[src/rtl/rp_8bit_pkg.sv]
// Shared types and constants for the rp8 multiply sequencer and its datapath.
package rp_8bit_pkg;

  typedef enum logic [2:0] {
    MUL    = 3'd0,
    MULS   = 3'd1,
    MULSU  = 3'd2,
    FMUL   = 3'd3,
    FMULS  = 3'd4,
    FMULSU = 3'd5
  } mul_op_t;

  typedef enum logic [1:0] {
    ST_IDLE = 2'd0,
    ST_CALC = 2'd1,
    ST_WBL  = 2'd2,
    ST_WBH  = 2'd3
  } mul_state_t;

  localparam int         MUL_STEPS  = 8;
  localparam logic [4:0] MUL_RES_LO = 5'd0;
  localparam logic [4:0] MUL_RES_HI = 5'd1;

  // Encodings outside the defined set behave as a plain unsigned mul.
  function automatic mul_op_t op_norm(input logic [2:0] raw);
    return (raw > 3'd5) ? MUL : mul_op_t'(raw);
  endfunction

  function automatic logic op_m_signed(input mul_op_t op);
    return op inside {MULS, MULSU, FMULS, FMULSU};
  endfunction

  function automatic logic op_rr_signed(input mul_op_t op);
    return op inside {MULS, FMULS};
  endfunction

  function automatic logic op_frac(input mul_op_t op);
    return op inside {FMUL, FMULS, FMULSU};
  endfunction

endpackage

[src/rtl/rp_8bit_mul_dp.sv]
// Radix-2 shift-add datapath: one partial-product step per i_step, result and C/Z
// formed combinationally from the accumulator; no flow control of its own.
module rp_8bit_mul_dp
  import rp_8bit_pkg::*;
#(
  parameter int DW = 8,
  parameter int CW = $clog2(DW)
) (
  input  logic            clk,
  input  logic            rst_n,
  input  logic            i_load,
  input  logic            i_step,
  input  logic [CW-1:0]   i_cnt,
  input  logic [2:0]      i_op,
  input  logic [DW-1:0]   i_rd,
  input  logic [DW-1:0]   i_rr,
  output logic [2*DW-1:0] o_res,
  output logic            o_c,
  output logic            o_z
);

  mul_op_t         w_op;
  logic [DW:0]     r_m;
  logic [DW-1:0]   r_rr;
  logic            r_rr_sgn;
  logic            r_frac;
  logic [2*DW:0]   r_acc;

  logic            w_add;
  logic            w_sub;
  logic [DW+1:0]   w_up;
  logic [DW+1:0]   w_mx;
  logic [DW+1:0]   w_sum;
  logic [2*DW:0]   w_acc_nxt;
  logic [2*DW-1:0] w_p;

  assign w_op = op_norm(i_op);

  // The add is done one bit wider than the 9-bit upper accumulator so the
  // bit shifted back in is the true sign, even when an unsigned sum exceeds 255.
  always_comb begin
    w_add     = r_rr[i_cnt];
    w_sub     = w_add && r_rr_sgn && (i_cnt == CW'(DW - 1));
    w_up      = {r_acc[2*DW], r_acc[2*DW:DW]};
    w_mx      = {r_m[DW], r_m};
    w_sum     = w_up;
    if (w_sub) begin
      w_sum = w_up - w_mx;
    end else if (w_add) begin
      w_sum = w_up + w_mx;
    end
    w_acc_nxt = {w_sum, r_acc[DW-1:1]};
    w_p       = r_acc[2*DW-1:0];
    o_res     = r_frac ? {w_p[2*DW-2:0], 1'b0} : w_p;
    o_c       = w_p[2*DW-1];
    o_z       = (o_res == '0);
  end

  always_ff @(posedge clk or negedge rst_n) begin
    if (!rst_n) begin
      r_m      <= '0;
      r_rr     <= '0;
      r_rr_sgn <= 1'b0;
      r_frac   <= 1'b0;
      r_acc    <= '0;
    end else if (i_load) begin
      r_m      <= op_m_signed(w_op) ? {i_rd[DW-1], i_rd} : {1'b0, i_rd};
      r_rr     <= i_rr;
      r_rr_sgn <= op_rr_signed(w_op);
      r_frac   <= op_frac(w_op);
      r_acc    <= '0;
    end else if (i_step) begin
      r_acc    <= w_acc_nxt;
    end
  end

endmodule

[src/rtl/rp_8bit_mul_seq.sv]
// Multiply sequencer: accept -> 8 CALC cycles -> r0 then r1 byte writes; 11 cycles min.
// Issue stalls (req_rdy=0) while busy; each write byte holds until wb_rdy grants it.
module rp_8bit_mul_seq
  import rp_8bit_pkg::*;
#(
  parameter int RF_AW = 5,
  parameter int DW    = 8
) (
  input  logic             clk,
  input  logic             rst_n,
  input  logic             req_vld,
  output logic             req_rdy,
  input  logic [2:0]       req_op,
  input  logic [DW-1:0]    req_rd,
  input  logic [DW-1:0]    req_rr,
  input  logic             abort,
  output logic             busy,
  output logic             wb_vld,
  input  logic             wb_rdy,
  output logic [RF_AW-1:0] wb_adr,
  output logic [DW-1:0]    wb_dat,
  output logic             flg_vld,
  output logic             flg_c,
  output logic             flg_z
);

  localparam logic [2:0] LAST_STEP = 3'(MUL_STEPS - 1);

  mul_state_t      r_state;
  mul_state_t      w_state_nxt;
  logic [2:0]      r_cnt;
  logic            r_flg_c;
  logic            r_flg_z;
  logic            w_accept;
  logic            w_step;
  logic [2*DW-1:0] w_res;
  logic            w_c;
  logic            w_z;

  assign w_accept = (r_state == ST_IDLE) && req_vld && !abort;
  assign w_step   = (r_state == ST_CALC);

  rp_8bit_mul_dp #(
    .DW (DW),
    .CW (3)
  ) u_dp (
    .clk    (clk),
    .rst_n  (rst_n),
    .i_load (w_accept),
    .i_step (w_step),
    .i_cnt  (r_cnt),
    .i_op   (req_op),
    .i_rd   (req_rd),
    .i_rr   (req_rr),
    .o_res  (w_res),
    .o_c    (w_c),
    .o_z    (w_z)
  );

  always_ff @(posedge clk or negedge rst_n) begin
    if (!rst_n) begin
      r_state <= ST_IDLE;
    end else begin
      r_state <= w_state_nxt;
    end
  end

  // Abort only cancels during CALC; once write-back begins the product commits.
  always_comb begin
    w_state_nxt = r_state;
    case (r_state)
      ST_IDLE: if (w_accept) w_state_nxt = ST_CALC;
      ST_CALC: begin
        if (abort) begin
          w_state_nxt = ST_IDLE;
        end else if (r_cnt == LAST_STEP) begin
          w_state_nxt = ST_WBL;
        end
      end
      ST_WBL:  if (wb_rdy) w_state_nxt = ST_WBH;
      ST_WBH:  if (wb_rdy) w_state_nxt = ST_IDLE;
      default: w_state_nxt = ST_IDLE;
    endcase
  end

  always_comb begin
    req_rdy = (r_state == ST_IDLE);
    busy    = (r_state != ST_IDLE);
    wb_vld  = (r_state == ST_WBL) || (r_state == ST_WBH);
    wb_adr  = '0;
    wb_dat  = '0;
    if (r_state == ST_WBL) begin
      wb_adr = RF_AW'(MUL_RES_LO);
      wb_dat = w_res[DW-1:0];
    end else if (r_state == ST_WBH) begin
      wb_adr = RF_AW'(MUL_RES_HI);
      wb_dat = w_res[2*DW-1:DW];
    end
    flg_vld = (r_state == ST_WBH) && wb_rdy;
    flg_c   = flg_vld ? w_c : r_flg_c;
    flg_z   = flg_vld ? w_z : r_flg_z;
  end

  always_ff @(posedge clk or negedge rst_n) begin
    if (!rst_n) begin
      r_cnt <= '0;
    end else if (w_accept) begin
      r_cnt <= '0;
    end else if (w_step) begin
      r_cnt <= r_cnt + 3'd1;
    end
  end

  always_ff @(posedge clk or negedge rst_n) begin
    if (!rst_n) begin
      r_flg_c <= 1'b0;
      r_flg_z <= 1'b0;
    end else if (flg_vld) begin
      r_flg_c <= w_c;
      r_flg_z <= w_z;
    end
  end

endmodule

[config.mk]
export PLATFORM = sky130hd
export DESIGN_NAME = rp_8bit_mul_seq
export DESIGN_NICKNAME = d
export VERILOG_FILES = /design/src/rtl/rp_8bit_pkg.sv /design/src/rtl/rp_8bit_mul_dp.sv /design/src/rtl/rp_8bit_mul_seq.sv
export SDC_FILE = /design/constraint.sdc
export NUM_CORES = 1
export LEC_CHECK = 0
export CORE_ASPECT_RATIO = 2
export CORE_MARGIN = 1
export CORE_UTILIZATION = 53
export DETAILED_ROUTE_END_ITERATION = 16
export PLACE_DENSITY = 0.88
export REMOVE_ABC_BUFFERS = 1
export SETUP_SLACK_MARGIN = 0.2
export SLEW_MARGIN = 20
export SYNTH_ARGS = -nofsm -noshare
export SYNTH_HDL_FRONTEND = slang
export SYNTH_SLANG_ARGS = --single-unit
[constraint.sdc]
create_clock -name clk -period 3 [get_ports clk]
set_clock_uncertainty 0.1 [all_clocks]
set_input_delay 0.9 -clock clk [delete_from_list [all_inputs] [get_ports clk]]
set_output_delay 0.9 -clock clk [all_outputs]
set_load 0.02 [all_outputs]
==> metrics.md <==
| Metric | Value |
|---|---|
| Die Width | `between 50 and 60 um` |
| Post-layout min period | `2.85 ns` |
| Max IR drop VDD | `approximately 620 uV` |
| Sink Count | `43` |
| Total grt overflow | `0` |
| Initial Utilization | `0.550` |
| Leading cell type in the layout, fill and taps excluded | `nand2_1` |
| Type of the worst setup path | `reg -> out` |
| CTS root buffer | `clkbuf_8` |
| Cts hold-fix bufs | `0` |
| Synth Instances | `between 300 and 400` |
| CP max-delay cell | `or4_4` |
| RSZ-0062 raised after global routing | `yes` |
| Die footprint | `5890 sq um` |
| Final worst slack | `0.151 ns` |
| Post-route DRC | `0` |
| IO Pins | `43` |
| Type of the most critical hold path | `reg -> reg` |
| Asr flop ratio synth | `1.00` |
| Status | `finished, final reports clean` |
| Number of buffers created by CTS | `5` |
| Setup TNS | `0 ns` |
| Clock-pin slew on the worst setup and hold paths | `0.08 ns` |
| Worst Path Buf+Inv | `1` |
| Final hold vios | `0` |
| Main synth FF type | `dfrtp_1` |
| Slew at the pin closest to its max-slew limit | `0.601 ns` |
| Syn Std Cell Area | `just under 3000 sq um` |
| Clock buffer depth | `2` |
| Std cell rows | `38` |
| Fin area | `3570 sq um` |
| Vias | `between 2000 and 3000` |
| P&R area growth vs syn | `20.9%` |
| Max-slew headroom | `0.599` |
| Delay of the slowest critical-path stage | `0.55 ns` |
| Sequential cell area fraction in the yosys report | `0.364` |
| Finish-stage setup viols | `0` |
| Die height | `108 um` |
| Total wire length | `6.91 mm` |
| Port Buffers | `38` |
| Final Util | `0.665` |
| Slew Viols, Final | `0` |
| Worst path required time | `~2 ns` |
| Synth Warn # | `0` |
| Dpl hpwl | `between 5 and 6 mm` |
| Library cells used by synthesis | `between 40 and 50` |
| R2r setup slk | `around 0.66 ns` |
| Sequential Area | `1080 sq um` |
| Synth Register Bits | `43` |
| Core Box Area | `around 5400 sq um` |
| H-tree levels | `2` |
| GRT Util Overall | `0.264` |
| Wire per inst | `between 15 and 20 um` |
| Total power | `roughly 3.5 mW` |
| Commonest cells after routing, fill and taps aside | `nand2_1 (64), dfrtp_1 (42), o21ai_0 (24), clkdlybuf4s50_1 (24), inv_1 (23)` |
| Routed Antenna Nets | `0` |
| DRT iter0 DRCs | `84` |
| F_max | `0.351 GHz` |
| First-pass GRT wire length | `between 10 and 15 mm` |
| CP Launch Type | `flip-flop` |
| Post-synth EDFFs | `0` |
| Static Leak | `1.67 nW` |
| Max Cap Viol | `0` |
| N_diodes | `0` |
| Area occupied by multi-input gates | `1740 sq um` |
| Critical Path AT | `between 1.5 and 2 ns` |
| Hold WS | `0.383 ns` |
| Power density over the cells | `974 nW/um^2` |
| Final-layout fill cell count | `453` |
| Number of antenna violations at the first check in global routing | `0` |
| CP top delay family | `simple AND/OR/NAND/NOR gates` |
| Detailed Routing Iterations Pass 1 | `4` |
| Area of placed instances | `3440 sq um` |
| GPL Wtd Cong | `just over 0.9` |
| Fin crit share | `0.950` |
| Largest net degree at the start of global routing | `28` |
| Crit Path Max Fanout | `2` |
| Final Net Count | `428` |
| Synthesized area per cell | `8.82 sq um` |
| Worst Setup End Kind | `output port` |
| Vias in the first global route | `between 2000 and 3000` |
| Vias per cell | `5.90` |
| DP Worst Slack | `-0.348 ns` |
| Placed insts | `around 430` |
| Clock Latency Late Sink | `0.30 ns` |
| TritonCTS clock tree | `built` |
| Share of layout cells above drive strength 1 | `0.139` |
| Non-filler cells, final | `around 440` |
| Worst path cell trace | `or4_4, nor4_4, nand4_1, o21ai_2, buf_6` |
==> sequential cells by signal, indices dropped and copies added, names as in the netlist, named ones only <==
register       count
u_dp.r_acc        17
u_dp.r_m           9
u_dp.r_rr          8
r_cnt              3
r_flg_c            1
r_flg_z            1
r_state            1
u_dp.r_frac        1
u_dp.r_rr_sgn      1
==> tightest hold or removal path, cell delays in order (launching register included) <==
cell     delay [ns]
dfrtp_1        0.35
nand2_1        0.05
nand2_1        0.06
==> cells by family after synthesis <==
family | Yosys count | synth area share
fa+ha+maj | 22 | 0.0983
mux | 17 | 0.0966
simple gates | 123 | 0.191
xor+xnor | 10 | 0.0297
buf+inv | 43 | 0.0618
compound gates | 76 | 0.157
other cells | 1 | 0.00127
flops | 43 | 0.364
==> cell type report <==
cell class	count	share of cell area
Tap cell	60	0.0210
Sequential cell	43	0.302
Clock buffer	6	0.0203
Clock inverter	1	0.00841
Multi-Input combinational cell	252	0.487
Inverter	23	0.0242
Timing Repair Buffer	57	0.138
==> layer usage <==
metal | vias to the layer above | part of all wire | wire length (um) | GRT usage
met5 | - | 0 | 0 | 0
met1 | 1266 | 0.35 | 2450 | 0.274
met3 | 21 | 0.044 | 306 | 0.0339
met2 | 75 | 0.57 | 3970 | 0.481
met4 | 0 | 0.027 | 188 | 0.125
li1 | 1247 | - | - | -
==> path summary, 6_finish.rpt <==
kind | to | cells past startpoint | startpoint
max reg2reg | u_dp.r_acc[15] | 9 | u_dp.r_acc[8]
max | flg_z | 5 | u_dp.r_acc[14]
min reg2reg | u_dp.r_rr[2] | 2 | u_dp.r_rr[2]
min | u_dp.r_rr[2] | 2 | u_dp.r_rr[2]
max in group asynchronous | r_state[0] | 2 | rst_n
min in group asynchronous | u_dp.r_rr[3] | 1 | rst_n
==> cells in the mapped netlist, types with 4 or more instances <==
library cell | number | area [sq um]
and3_1 | 4 | 25.0
and2_1 | 9 | 56.3
a22oi_1 | 5 | 37.5
nand2_1 | 65 | 244
mux2i_1 | 6 | 60.1
a21oi_1 | 10 | 50.1
clkbuf_1 | 10 | 37.5
o31ai_1 | 4 | 30.0
xnor2_1 | 8 | 70.1
buf_2 | 5 | 25.0
mux4_2 | 8 | 180
inv_1 | 23 | 86.3
dfrtp_1 | 43 | 1080
nand2b_1 | 7 | 43.8
nor2b_1 | 5 | 31.3
o21ai_1 | 12 | 60.1
a31oi_1 | 4 | 25.0
ha_1 | 20 | 250
o21ai_0 | 24 | 120
nor3_1 | 5 | 25.0
nand3_1 | 8 | 40.0
nor2_1 | 13 | 48.8
buf_4 | 4 | 30.0
==> report_power, final <==
part           internal (mW)  switching (mW)
registers              0.825           0.233
logic                  0.918            1.06
clock network          0.244           0.205
total                   1.99            1.49
==> repair_timing <==
| item | 4_1_cts | 5_1_grt |
|---|---|---|
| endpoints found under the setup margin | 13 | 7 |
| setup buffers | 3 | 1 |
| gates resized for setup | 32 | 10 |
| pin swaps | 1 | 3 |
No activity file was read; power rests on OpenSTA's default activity.
